$ cat config.mk
export PLATFORM = sky130hd
export DESIGN_NAME = data_mem_ctrl_flat
export DESIGN_NICKNAME = d
export VERILOG_FILES = /design/src/rtl/data_mem_ctrl_if.sv /design/src/rtl/data_mem_ctrl.sv /design/src/flat_wrapper.sv
export SDC_FILE = /design/constraint.sdc
export NUM_CORES = 1
export LEC_CHECK = 0
export ABC_AREA = 0
export BUFFER_PORTS_ARGS = -buffer_cell sky130_fd_sc_hd__buf_2
export CORE_MARGIN = 1
export CORE_UTILIZATION = 48
export DETAILED_ROUTE_END_ITERATION = 8
export GPL_TIMING_DRIVEN = 0
export PLACE_DENSITY = 0.8
export SYNTH_ARGS = -nofsm -noshare
export SYNTH_HDL_FRONTEND = slang
export SYNTH_SLANG_ARGS = --single-unit
$ cat constraint.sdc
create_clock -name clk -period 3.8 [get_ports clk]
set_clock_uncertainty 0.15 [all_clocks]
set_input_delay 0.19 -clock clk [delete_from_list [all_inputs] [get_ports clk]]
set_output_delay 0.19 -clock clk [all_outputs]
set_load 0.02 [all_outputs]
$ cat src/rtl/data_mem_ctrl_if.sv
// Core-side and memory-side bus bundle for data_mem_ctrl.
// Byte lanes are packed [0:3][7:0]: lane i = byte i, lane i pairs with mem_be[i].
// Modports:
//   slave  - controller view (core request/memory response in, load data/stall/memory request out)
//   master - environment view (core pipeline plus backing memory)
// Signals:
//   core_addr, core_wdata, core_rd, core_wr, core_is_word   core request
//   core_rdata, core_stall, core_err                        core response
//   mem_req, mem_we, mem_addr, mem_be, mem_wdata            memory request
//   mem_rdata, mem_ack                                      memory response
interface data_mem_ctrl_if;
   logic [31:0]      core_addr;
   logic [0:3][7:0]  core_wdata;
   logic             core_rd;
   logic             core_wr;
   logic             core_is_word;
   logic [0:3][7:0]  core_rdata;
   logic             core_stall;
   logic             core_err;
   logic             mem_req;
   logic             mem_we;
   logic [31:0]      mem_addr;
   logic [3:0]       mem_be;
   logic [0:3][7:0]  mem_wdata;
   logic [0:3][7:0]  mem_rdata;
   logic             mem_ack;

   modport slave (
      input  core_addr, core_wdata, core_rd, core_wr, core_is_word,
      input  mem_rdata, mem_ack,
      output core_rdata, core_stall, core_err,
      output mem_req, mem_we, mem_addr, mem_be, mem_wdata
   );

   modport master (
      output core_addr, core_wdata, core_rd, core_wr, core_is_word,
      output mem_rdata, mem_ack,
      input  core_rdata, core_stall, core_err,
      input  mem_req, mem_we, mem_addr, mem_be, mem_wdata
   );
endinterface

$ cat src/rtl/data_mem_ctrl.sv
// Data memory controller between the core MEM stage and a handshaked backing memory.
// Each load/store becomes one mem_req..mem_ack transaction; the core is frozen via
// core_stall (combinational) until the transaction completes or times out.
// Ports:
//   clk    - rising-edge clock
//   rst_b  - asynchronous, active-high reset
//   bus    - data_mem_ctrl_if.slave (core request/response, memory request/response)
// Parameter:
//   ACK_TIMEOUT - WAIT_ACK cycles allowed before the transaction is aborted (>= 1)
// Optional feature:
//   DATA_MEM_WRITE_BUFFER_EN - one-entry posted write buffer; stores are accepted
//   without stalling and drained in the background.
module data_mem_ctrl #(
   parameter int unsigned ACK_TIMEOUT = 255
) (
   input  logic           clk,
   input  logic           rst_b,
   data_mem_ctrl_if.slave bus
);

   localparam int unsigned CNT_W = (ACK_TIMEOUT < 2) ? 1 : $clog2(ACK_TIMEOUT);
   localparam logic [CNT_W-1:0] CNT_LAST = CNT_W'(ACK_TIMEOUT - 1);

   localparam logic [1:0] IDLE     = 2'd0;
   localparam logic [1:0] REQ      = 2'd1;
   localparam logic [1:0] WAIT_ACK = 2'd2;
   localparam logic [1:0] DONE     = 2'd3;

   logic [1:0]       state, state_nxt;
   logic             mem_req_q, mem_req_nxt;
   logic             mem_we_q, mem_we_nxt;
   logic [31:0]      mem_addr_q, mem_addr_nxt;
   logic [3:0]       mem_be_q, mem_be_nxt;
   logic [0:3][7:0]  mem_wdata_q, mem_wdata_nxt;
   logic [0:3][7:0]  rdata_q, rdata_nxt;
   logic             err_q, err_nxt;
   logic [CNT_W-1:0] cnt_q, cnt_nxt;
   logic             stall;

   logic             req_any;
   logic [3:0]       be_new;
   logic [0:3][7:0]  wdata_new;

`ifdef DATA_MEM_WRITE_BUFFER_EN
   logic             posted_q, posted_nxt;
`endif

   // Request decode: byte accesses enable one lane and replicate byte 0 across all lanes
   always_comb begin
      req_any = bus.core_rd | bus.core_wr;
      be_new  = bus.core_is_word ? 4'b1111 : (4'b0001 << bus.core_addr[1:0]);
      for (int i = 0; i < 4; i++) begin
         wdata_new[i] = bus.core_is_word ? bus.core_wdata[i] : bus.core_wdata[0];
      end
   end

   // Next-state and next-register values
   always_comb begin
      state_nxt     = state;
      mem_req_nxt   = mem_req_q;
      mem_we_nxt    = mem_we_q;
      mem_addr_nxt  = mem_addr_q;
      mem_be_nxt    = mem_be_q;
      mem_wdata_nxt = mem_wdata_q;
      rdata_nxt     = rdata_q;
      err_nxt       = err_q;
      cnt_nxt       = cnt_q;
      stall         = 1'b0;
`ifdef DATA_MEM_WRITE_BUFFER_EN
      posted_nxt    = posted_q;
`endif

      case (state)
         IDLE: begin
            if (req_any) begin
               // Simultaneous rd and wr is serviced as a write
               mem_we_nxt    = bus.core_wr;
               mem_addr_nxt  = {bus.core_addr[31:2], 2'b00};
               mem_be_nxt    = be_new;
               mem_wdata_nxt = wdata_new;
               mem_req_nxt   = 1'b1;
               cnt_nxt       = '0;
               state_nxt     = REQ;
               stall         = 1'b1;
`ifdef DATA_MEM_WRITE_BUFFER_EN
               // Store is posted: the core moves on while it drains
               if (bus.core_wr) begin
                  posted_nxt = 1'b1;
                  stall      = 1'b0;
               end
`endif
            end
         end

         REQ: begin
            state_nxt = WAIT_ACK;
            stall     = 1'b1;
`ifdef DATA_MEM_WRITE_BUFFER_EN
            if (posted_q) stall = req_any;
`endif
         end

         WAIT_ACK: begin
            stall = 1'b1;
`ifdef DATA_MEM_WRITE_BUFFER_EN
            if (posted_q) stall = req_any;
`endif
            if (bus.mem_ack) begin
               mem_req_nxt = 1'b0;
               if (!mem_we_q) rdata_nxt = bus.mem_rdata;
               state_nxt   = DONE;
            end else if (cnt_q == CNT_LAST) begin
               // Abort: sticky error, loads return zero
               mem_req_nxt = 1'b0;
               err_nxt     = 1'b1;
               if (!mem_we_q) rdata_nxt = '0;
               state_nxt   = DONE;
            end else begin
               cnt_nxt = cnt_q + CNT_W'(1);
            end
         end

         DONE: begin
            state_nxt = IDLE;
            stall     = 1'b0;
`ifdef DATA_MEM_WRITE_BUFFER_EN
            // A request that arrived during the drain is still waiting for IDLE
            if (posted_q) stall = req_any;
            posted_nxt = 1'b0;
`endif
         end

         default: begin
            state_nxt = IDLE;
         end
      endcase
   end

   // State and output registers
   always_ff @(posedge clk or posedge rst_b) begin
      if (rst_b) begin
         state       <= IDLE;
         mem_req_q   <= 1'b0;
         mem_we_q    <= 1'b0;
         mem_addr_q  <= '0;
         mem_be_q    <= '0;
         mem_wdata_q <= '0;
         rdata_q     <= '0;
         err_q       <= 1'b0;
         cnt_q       <= '0;
`ifdef DATA_MEM_WRITE_BUFFER_EN
         posted_q    <= 1'b0;
`endif
      end else begin
         state       <= state_nxt;
         mem_req_q   <= mem_req_nxt;
         mem_we_q    <= mem_we_nxt;
         mem_addr_q  <= mem_addr_nxt;
         mem_be_q    <= mem_be_nxt;
         mem_wdata_q <= mem_wdata_nxt;
         rdata_q     <= rdata_nxt;
         err_q       <= err_nxt;
         cnt_q       <= cnt_nxt;
`ifdef DATA_MEM_WRITE_BUFFER_EN
         posted_q    <= posted_nxt;
`endif
      end
   end

   assign bus.mem_req    = mem_req_q;
   assign bus.mem_we     = mem_we_q;
   assign bus.mem_addr   = mem_addr_q;
   assign bus.mem_be     = mem_be_q;
   assign bus.mem_wdata  = mem_wdata_q;
   assign bus.core_rdata = rdata_q;
   assign bus.core_err   = err_q;
   assign bus.core_stall = stall;

endmodule

$ cat src/flat_wrapper.sv
// flat-port wrapper written by rule: the top's interface ports become plain ports
module data_mem_ctrl_flat 
#(
   parameter int unsigned ACK_TIMEOUT = 255
)
  (clk, rst_b, bus_core_addr, bus_core_wdata, bus_core_rd, bus_core_wr, bus_core_is_word, bus_mem_rdata, bus_mem_ack, bus_core_rdata, bus_core_stall, bus_core_err, bus_mem_req, bus_mem_we, bus_mem_addr, bus_mem_be, bus_mem_wdata);
  data_mem_ctrl_if bus_i ();
  input  logic clk;
  input  logic rst_b;
  input wire logic [$bits(bus_i.core_addr)-1:0] bus_core_addr;
  input wire logic [$bits(bus_i.core_wdata)-1:0] bus_core_wdata;
  input wire logic [$bits(bus_i.core_rd)-1:0] bus_core_rd;
  input wire logic [$bits(bus_i.core_wr)-1:0] bus_core_wr;
  input wire logic [$bits(bus_i.core_is_word)-1:0] bus_core_is_word;
  input wire logic [$bits(bus_i.mem_rdata)-1:0] bus_mem_rdata;
  input wire logic [$bits(bus_i.mem_ack)-1:0] bus_mem_ack;
  output wire logic [$bits(bus_i.core_rdata)-1:0] bus_core_rdata;
  output wire logic [$bits(bus_i.core_stall)-1:0] bus_core_stall;
  output wire logic [$bits(bus_i.core_err)-1:0] bus_core_err;
  output wire logic [$bits(bus_i.mem_req)-1:0] bus_mem_req;
  output wire logic [$bits(bus_i.mem_we)-1:0] bus_mem_we;
  output wire logic [$bits(bus_i.mem_addr)-1:0] bus_mem_addr;
  output wire logic [$bits(bus_i.mem_be)-1:0] bus_mem_be;
  output wire logic [$bits(bus_i.mem_wdata)-1:0] bus_mem_wdata;
  assign bus_i.core_addr = bus_core_addr;
  assign bus_i.core_wdata = bus_core_wdata;
  assign bus_i.core_rd = bus_core_rd;
  assign bus_i.core_wr = bus_core_wr;
  assign bus_i.core_is_word = bus_core_is_word;
  assign bus_i.mem_rdata = bus_mem_rdata;
  assign bus_i.mem_ack = bus_mem_ack;
  assign bus_core_rdata = bus_i.core_rdata;
  assign bus_core_stall = bus_i.core_stall;
  assign bus_core_err = bus_i.core_err;
  assign bus_mem_req = bus_i.mem_req;
  assign bus_mem_we = bus_i.mem_we;
  assign bus_mem_addr = bus_i.mem_addr;
  assign bus_mem_be = bus_i.mem_be;
  assign bus_mem_wdata = bus_i.mem_wdata;
  data_mem_ctrl #(.ACK_TIMEOUT(ACK_TIMEOUT)) u_core (.clk(clk), .rst_b(rst_b), .bus(bus_i));
endmodule
# Yosys cells after proc, flatten, opt, wreduce, memory -nomap -nowiden
# Index checks and enable logic that the tools add are counted.
dict set report totals {
  register_bits 111
  input_bits 102
  output_inout_bits 104
  elab_cells 60
}
dict set report op_classes {
  n_addsub 1
  eq_ne 8
  shifts 1
  muxes 22
  bitwise_logic 3
  reduce_logical 10
}
# cell count
set ops {}
lappend ops {{32-bit two-way mux} 4}
lappend ops {{8-bit two-way mux} 6}
lappend ops {{8-bit case mux with 2 select lines} 1}
lappend ops {{3-bit AND reduction} 3}
lappend ops {{8-bit by 1-bit adder with 8-bit output, second input constant} 1}
lappend ops {{8-bit == test, second input constant} 1}
lappend ops {{2-bit case mux with 4 select lines} 1}
lappend ops {{2-bit two-way mux} 3}
lappend ops {{2-bit == test, second input constant} 2}
lappend ops {{1-bit two-way mux} 4}
lappend ops {{4-bit two-way mux} 1}
lappend ops {{2-bit != test, second input constant} 2}
lappend ops {{2-bit AND reduction} 2}
lappend ops {{4-bit AND reduction} 1}
lappend ops {{2-bit nonzero test} 2}
lappend ops {{1-bit by 2-bit left shift with 4-bit output, first input constant} 1}
lappend ops {{3-bit by 2-bit != test with 1-bit output, second input constant} 1}
lappend ops {{1-bit case mux with 3 select lines} 1}
lappend ops {{2-bit by 1-bit == test with 1-bit output, second input constant} 1}
lappend ops {{2-bit zero test} 1}
lappend ops {{2-bit by 1-bit != test with 1-bit output, second input constant} 1}
lappend ops {{1-bit inverter} 2}
lappend ops {{1-bit case mux with 2 select lines} 1}
lappend ops {{2-bit OR reduction} 1}
lappend ops {{1-bit bitwise OR} 1}

# Longest topological paths before layout
# Gate-level depths: netlist of run 1.
dict set report depth {
  depth_word 4
  ltp_mapped 8
  depth_no_buf 6
}

# Worst setup path before layout of run 1
# Ideal clock, no wire load.
dict set report synth_timing {
  path_type {reg2reg}
  startpoint {reg u_core.state[0]}
  endpoint {reg u_core.cnt_q[1]}
  setup_time_ps 128
  arrival_time_ps 1582
  required_time_ps 3522
  setup_slack_ps 1941
  stages_incl_launch_ff 7
  n_path_buf 1
  period_less_slack_ps 1859
  path_cell_list {dfrtp_1 -> inv_1 -> ha_1 -> or3b_1 -> clkbuf_1 -> o21ai_2 -> mux2_1}
}
dict set report synth_via {
  elab_chain_cells 3
  elab_cells_between_ends 8
  cone_classes {eq/ne: 4; mux: 1; reduce/logical: 3}
}
# element line
set synth_lines {}
lappend synth_lines {{start, declared} data_mem_ctrl.sv:29} ;# logic [1:0] state, state_nxt;
lappend synth_lines {{start signal, assigned} data_mem_ctrl.sv:155} ;# state <= state_nxt;
lappend synth_lines {{2-bit == test or 2-bit zero test (tied branches)} data_mem_ctrl.sv:73} ;# case (state)
lappend synth_lines {{2-bit != test (no line), or another cell as far along} -}
lappend synth_lines {{4-bit AND reduction (no line)} -}
lappend synth_lines {{end signal, assigned} data_mem_ctrl.sv:163} ;# cnt_q <= cnt_nxt;
lappend synth_lines {{end, declared} data_mem_ctrl.sv:37} ;# logic [CNT_W-1:0] cnt_q, cnt_nxt;
# Parallel ways exist; a longest one is shown, timed or not.
# A chain may end at the register's enable or synchronous reset.

# Worst setup path after layout of run 1
dict set report layout_timing {
  startpoint {reg u_core.state[1]}
  endpoint {reg u_core.mem_wdata_q (netlist bit u_core.bus.mem_wdata[13])}
}
dict set report layout_via {
  elab_chain_cells 2
}
# element line
set layout_lines {}
lappend layout_lines {{2-bit zero test} data_mem_ctrl.sv:73}
lappend layout_lines {{2-bit AND reduction (no line)} -}
lappend layout_lines {{end signal, assigned} data_mem_ctrl.sv:160} ;# mem_wdata_q <= mem_wdata_nxt;
lappend layout_lines {{end, declared} data_mem_ctrl.sv:34} ;# logic [0:3][7:0] mem_wdata_q, mem_wdata_nxt;
# No other way between the ends.

==> impl_metrics.yaml, run 1 <==
outcome:
  status: "finished, final reports clean"
route:
  drc_errors: 0
  via_per_inst: 5.134
  wire_per_inst_um: 17.04
  drt_iter0_drc: 186
  final_antenna_net_count: 0
  wirelength_mm: 15.08
  drt_first_pass_iters: 5
  num_vias: 4544
worst_setup_path:
  crit_path_start: "u_core.state[1]"
  critPathLaunchType: "flop"
  slowest_delay_ps: 430
  cpMostUsedCell: "o21ai_1"
  cp-end-kind: "flop"
  crit_required_ps: 3940
  cpMaxStageDelayCell: "buf_1"
  r2r-start: "u_core.state[1]"
  path_class: "reg2reg"
  r2r_end: "u_core.bus.mem_wdata[13]"
  path_max_fanout: 10
  cp_cell_sequence: "inv_1 > ha_1 > o21ai_1 > buf_2 > buf_1 > nand2_1 > o21ai_1"
  rrSetupSlack_ps: 1360
  worstRegToRegCells: 7
  crit_end: "u_core.bus.mem_wdata[13]"
  crit_arrival_ps: 2580
placed_design:
  dp_hpwl_mm: 9.169
  portBuffers: 202
  place_inst: 771
  dpl-instance-area_um2: 6052
  place.gp.congestion: 0.7939
finish:
  final_layout_size_suffix_gt1_share_pct: 31.91
  final_cells: 885
  fillers: 607
  n_antenna_cell: 0
  ff_latch_area_um2: 2778
  multiInputGateArea_um2: 1759
  finalInstanceArea_um2: 7223
  fin_nets: 854
  syn_to_final_growth_pct: 49.21
clock_network:
  insertion_delay_ps: 370
  clk_pin_slew_ps: 110
  cts_max_path_buffers: 2
  cts_inserted_buffers: 9
  ctsResizeCount: 0
  cts_tree: "done"
  htree_levels: 3
  clkSinkCount: 111
  cts_root_buf: "clkbuf_8"
synth:
  ys_seq_area_share_pct: 57.38
  synthMuxAreaShare_pct: 16.13
  syn_area_um2: 4841
  synth_top_family_by_area: "multiplexers"
  yosysTopAreaCell: "dfrtp_1"
  synth_compound_area_share_pct: 9.046
  syn_area_per_cell_um2: 11.15
  synthXorXnorAreaFrac_pct: 0
  synth_cells: 434
  synth-simple-area-share_pct: 9.718
  synth_seq_cells: 111
  yosys.area_share.adder_pct: 1.292
  synth_area_leaders: "dfrtp_1, mux2_1, mux2i_1"
  synth_top_area_share_pct: 57.38
  synth.distinct_cells: 38
  ys_warn_count: 0
min_path:
  hp-class: "in2reg"
grt:
  antenna_found_initial: 0
  grt-ovfl-total: 0
  grt_pass1_vias: 4805
  grt_max_degree: 73
  grt_pass1_wl_mm: 23.17
  grt_util_all_layers_pct: 29.36
sta:
  setup_viol: 0
  hold_ws_ps: 11.36
  fin_crit_ps: 2437
  min_period_over_period_pct: 64.12
  grt_setup_unrepaired: "no"
  finalSetupTns_ps: 0
  tightestPinTransition_ps: 676.7
  slew_headroom_pct: 54.58
  hold_viol: 0
  final_max_slew_viol_count: 0
  max_freq_ghz: 0.4104
job:
  drv_cap: 0
power_and_ir_drop:
  power.total_mw: 5.319
  powerDensity_nw_per_um2: 736.4
  peakVddDrop_mv: 0.4816
  leakagePower_nw: 3.597
floorplanning:
  die_w_um: 102.4
  io_pins: 206
  die_area_um2: 10490
  die_h_um: 102.4
  start_util_pct: 49.53
  core_area_um2: 9774
  fp-row-count: 36
## sequential cells by signal, indices dropped and copies added, names as in the netlist
signal                 flops
u_core.state               2
u_core.bus.mem_addr       30
u_core.bus.mem_req         1
u_core.bus.mem_we          1
u_core.bus.core_err        1
u_core.bus.core_rdata     32
u_core.bus.mem_be          4
u_core.bus.mem_wdata      32
u_core.cnt_q               8
## per-layer routing
layer	global-route usage [%]	up-vias	wire, um
met5	0	-	0
li1	-	2066	-
met1	32.01	2185	5637
met2	51.85	242	7662
met3	7.798	51	1256
met4	16.04	0	522
## synth_stat cells
master    number
dfrtp_1      111
nand2_1       70
mux2_1        39
inv_1         38
mux2i_1       33
o21ai_1       31
a21oi_1       30
nor2b_1       11
buf_2          9
clkbuf_1       7
nand3_1        6
ha_1           5
nor2_1         5
o21ai_0        4
buf_1          3
buf_12         3
buf_4          3
nor3_1         3
a221o_1        2
and3_1         2
o22a_1         2
a21bo_1        1
a21boi_2       1
a21oi_2        1
a22o_1         1
a31o_1         1
and2_1         1
and4_4         1
conb_1         1
mux2_2         1
nand4_1        1
nor2b_2        1
nor3b_2        1
nor4b_1        1
o211a_1        1
o21ai_2        1
o41ai_1        1
or3b_1         1
## kinds of logic (layout without fill, tap and decap cells)
group | after synthesis | in the layout
muxes | 73 | 73
AOI/OAI and AO/OA | 77 | 77
DFF | 111 | 111
adders and majority gates | 5 | 5
other | 1 | 2
and+or+nand+nor | 104 | 104
buffers and inverters | 63 | 380
## cells in the final DEF, fill, tap and decap left out, drive strengths merged, types with 2 or more instances in the layout
cell type,count
buf,221
dfrtp,111
dlygate4sd3,98
nand2,70
mux2,40
inv,38
o21ai,36
mux2i,33
a21oi,31
clkbuf,19
nor2b,12
nand3,6
nor2,5
ha,5
nor3,3
clkinv,3
and3,2
o22a,2
a221o,2
conb,2
## critical path: cells and delay by family, from the launching register on
kind,cells,cell delay (ps)
AND/OR/NAND/NOR,1,170
AO/OA/AOI/OAI,2,550
buffers and inverters,3,880
flip-flops,1,390
adder cells (fa/ha/maj),1,230
## per-stage QoR
| step | util, % | setup WS (ps) |
|---|---|---|
| detailed placement | 61.92 | 1473 |
| global route | 73.90 | 1181 |
| CTS | 73.90 | 1453 |
| global placement | 61.61 | -601.0 |
| floorplan | - | 529.3 |
| finish | 73.90 | 1363 |
## layout make-up
cell class	instances	area share, %
Clock buffer	12	2.009
Inverter	38	2.009
Timing Repair Buffer	301	27.96
Multi-Input combinational cell	261	24.35
Tap cell	133	2.304
Clock inverter	4	0.6236
Sequential cell	111	38.45
Buffer	25	2.286
## report_power, final
group,internal [mW],switching [mW],total [mW]
Combinational,0.953,1.61,2.56
Clock,0.321,0.394,0.715
Sequential,1.72,0.324,2.05
## worst min-delay path by stage
stage	from	to	slack (ps)	depth (start not counted)
after floorplan	bus_core_wr	u_core.bus.mem_we	150	2
after global routing	bus_mem_ack	u_core.bus.core_rdata[6]	40	3
after detailed placement	rst_b	u_core.bus.core_rdata[12]	120	2
after global placement	bus_core_addr[28]	u_core.bus.mem_addr[28]	250	2
final	bus_mem_ack	u_core.bus.core_rdata[6]	10	3
after CTS	bus_mem_ack	u_core.bus.core_rdata[6]	2	3
## what timing repair did
item | 4_1_cts | 5_1_grt
buffers inserted | 0 | 0
hold buffers | 98 | 0
endpoints found under the setup margin | 0 | 0
hold endpoints to repair | 136 | 0
(Power assumes the default switching activity.)
==> run 2: changes to the inputs <==
==> constraint.sdc (replaced) <==
create_clock -name clk -period 2.55 [get_ports clk]
set_clock_uncertainty 0.15 [all_clocks]
set_input_delay 0.1275 -clock clk [delete_from_list [all_inputs] [get_ports clk]]
set_output_delay 0.1275 -clock clk [all_outputs]
set_load 0.02 [all_outputs]
==> impl_metrics.yaml, run 2 (synthesized netlist as in run 1, its figures left out) <==
outcome:
  status: "finished, final reports clean"
grt:
  grt_pass1_wl_mm: 23.23
  grt_util_all_layers_pct: 29.53
  grt-ovfl-total: 0
  antenna_found_initial: 0
  grt_pass1_vias: 4774
  grt_max_degree: 44
power_and_ir_drop:
  combPwrFrac_pct: 48.1
  power_frac_seq_pct: 38.5
  leakagePower_nw: 3.614
  sw_frac_of_total_pct: 43.56
  p_switching_mw: 3.453
  p_int_mw: 4.474
  powerDensity_nw_per_um2: 1090
  clock_power_share_pct: 13.4
  peakVddDrop_mv: 0.8522
placed_design:
  dpl-instance-area_um2: 6066
  place.gp.congestion: 0.8372
  dp_hpwl_mm: 9.078
  portBuffers: 202
  place_ws_ps: 169.2
sta:
  tightestPinTransition_ps: 654.4
  slew_headroom_pct: 56.28
  setup_viol: 0
  finalSetupTns_ps: 0
  setup_ws_ps: 404.2
  grt_setup_unrepaired: "no"
  final_max_slew_viol_count: 0
  max_freq_ghz: 0.4660
  fin_crit_ps: 2146
  min_period_over_period_pct: 84.15
  hold_viol: 0
route:
  wire_per_inst_um: 16.89
  drc_errors: 0
  drt_first_pass_iters: 5
  final_antenna_net_count: 0
  num_vias: 4578
  wirelength_mm: 15.01
  drt_iter0_drc: 160
  via_per_inst: 5.150
finish:
  final_cell_mix: "buf_2, dfrtp_1, dlygate4sd3_1"
  final_common_cell: "buf_2"
  syn_to_final_growth_pct: 50.22
  n_antenna_cell: 0
  finalInstanceArea_um2: 7272
  final_layout_size_suffix_gt1_share_pct: 32.14
  fin_nets: 858
  fillers: 642
clock_network:
  cts_tree: "done"
  htree_levels: 3
  clkSinkCount: 111
  insertion_delay_ps: 370
  cts_max_path_buffers: 2
  cts_root_buf: "clkbuf_8"
  cts_inserted_buffers: 9
  clk_pin_slew_ps: 100
floorplanning:
  die_h_um: 102.4
  fp-row-count: 36
  core_area_um2: 9774
  die_area_um2: 10490
  die_w_um: 102.4
  start_util_pct: 49.53
  io_pins: 206
worst_setup_path:
  cp-end-kind: "flop"
  path_max_fanout: 10
  crit_arrival_ps: 2250
  critPathLaunchType: "flop"
  path_class: "reg2reg"
  crit_required_ps: 2650
min_path:
  hp-class: "in2reg"
job:
  drv_cap: 0
## run 2: cell types whose count changed in the layout (fill, tap and decap cells not counted)
| cell | change |
|---|---|
| dlygate4sd3_1 | +3 |
| buf_12 | +2 |
| buf_1 | -1 |
| buf_16 | -1 |
| clkbuf_2 | +1 |
| clkinvlp_4 | +1 |
| inv_4 | -1 |
| o21ai_1 | -1 |
| o21ai_2 | +1 |
## run 2: what timing repair did
action	in CTS	in global routing
setup endpoints to repair	0	5
hold endpoints to repair	126	0
hold buffers	101	0
buffers inserted	0	0
resized for setup	0	2
## run 2: final cells by class
| cell class | count | area (um^2) | share of cell area [%] |
|---|---|---|---|
| sequential | 111 | 2778 | 38.20 |
| timing repair buffer | 305 | 2062 | 28.36 |
| multi-input combinational | 261 | 1763 | 24.24 |
| buffer | 25 | 166.4 | 2.288 |
| tap | 133 | 166.4 | 2.288 |
| inverter | 38 | 146.4 | 2.013 |
| clock buffer | 12 | 145.1 | 1.996 |
| clock inverter | 4 | 45.04 | 0.6194 |
## run 2: power by group through the flow
stage / logic (mW) / clock network, mW / registers, mW
floorplan: 1.36 / 0 / 3.94
global placement: 3.50 / 0 / 2.96
detailed placement: 3.62 / 0 / 3.02
CTS: 3.74 / 1.06 / 2.99
global route: 4.11 / 1.13 / 3.13
finish: 3.82 / 1.06 / 3.05
## run 2: worst paths after layout
check                                    start                       to  slack [ps]  cells past startpoint
max in group asynchronous                rst_b          u_core.cnt_q[2]        1390                      4
min in group asynchronous                rst_b  u_core.bus.mem_addr[24]         230                      3
max reg2reg                    u_core.state[1]   u_core.bus.mem_addr[5]         400                      6
min reg2reg                u_core.bus.core_err      u_core.bus.core_err         330                      1
max                            u_core.state[1]   u_core.bus.mem_addr[5]         400                      6
min                                bus_mem_ack       u_core.bus.mem_req          90                      4
## run 2: routing by layer
| layer | wire (um) | vias up | global-route usage (%) |
|---|---|---|---|
| met5 | 0 | - | 0 |
| met4 | 499 | 0 | 14.40 |
| met3 | 1300 | 51 | 6.498 |
| met2 | 7746 | 279 | 54.10 |
| met1 | 5467 | 2179 | 32.10 |
| li1 | - | 2069 | - |
## run 2: critical path: stages, from the launching register on
cell and delay [ps]:
dfrtp_1 380, inv_1 70, ha_1 230, o21ai_2 210, buf_2 340, buf_2 290
mux2_1 360
## run 2: per-stage QoR
stage,instances,hold WS (ps),power [mW],util [%]
final,889,94.03,7.927,74.40
after global routing,889,137.9,8.380,74.40
after CTS,889,102.2,7.792,74.35
after detailed placement,772,101.0,6.639,62.06
after global placement,770,188.2,6.461,61.65
after floorplan,435,82.94,5.300,-
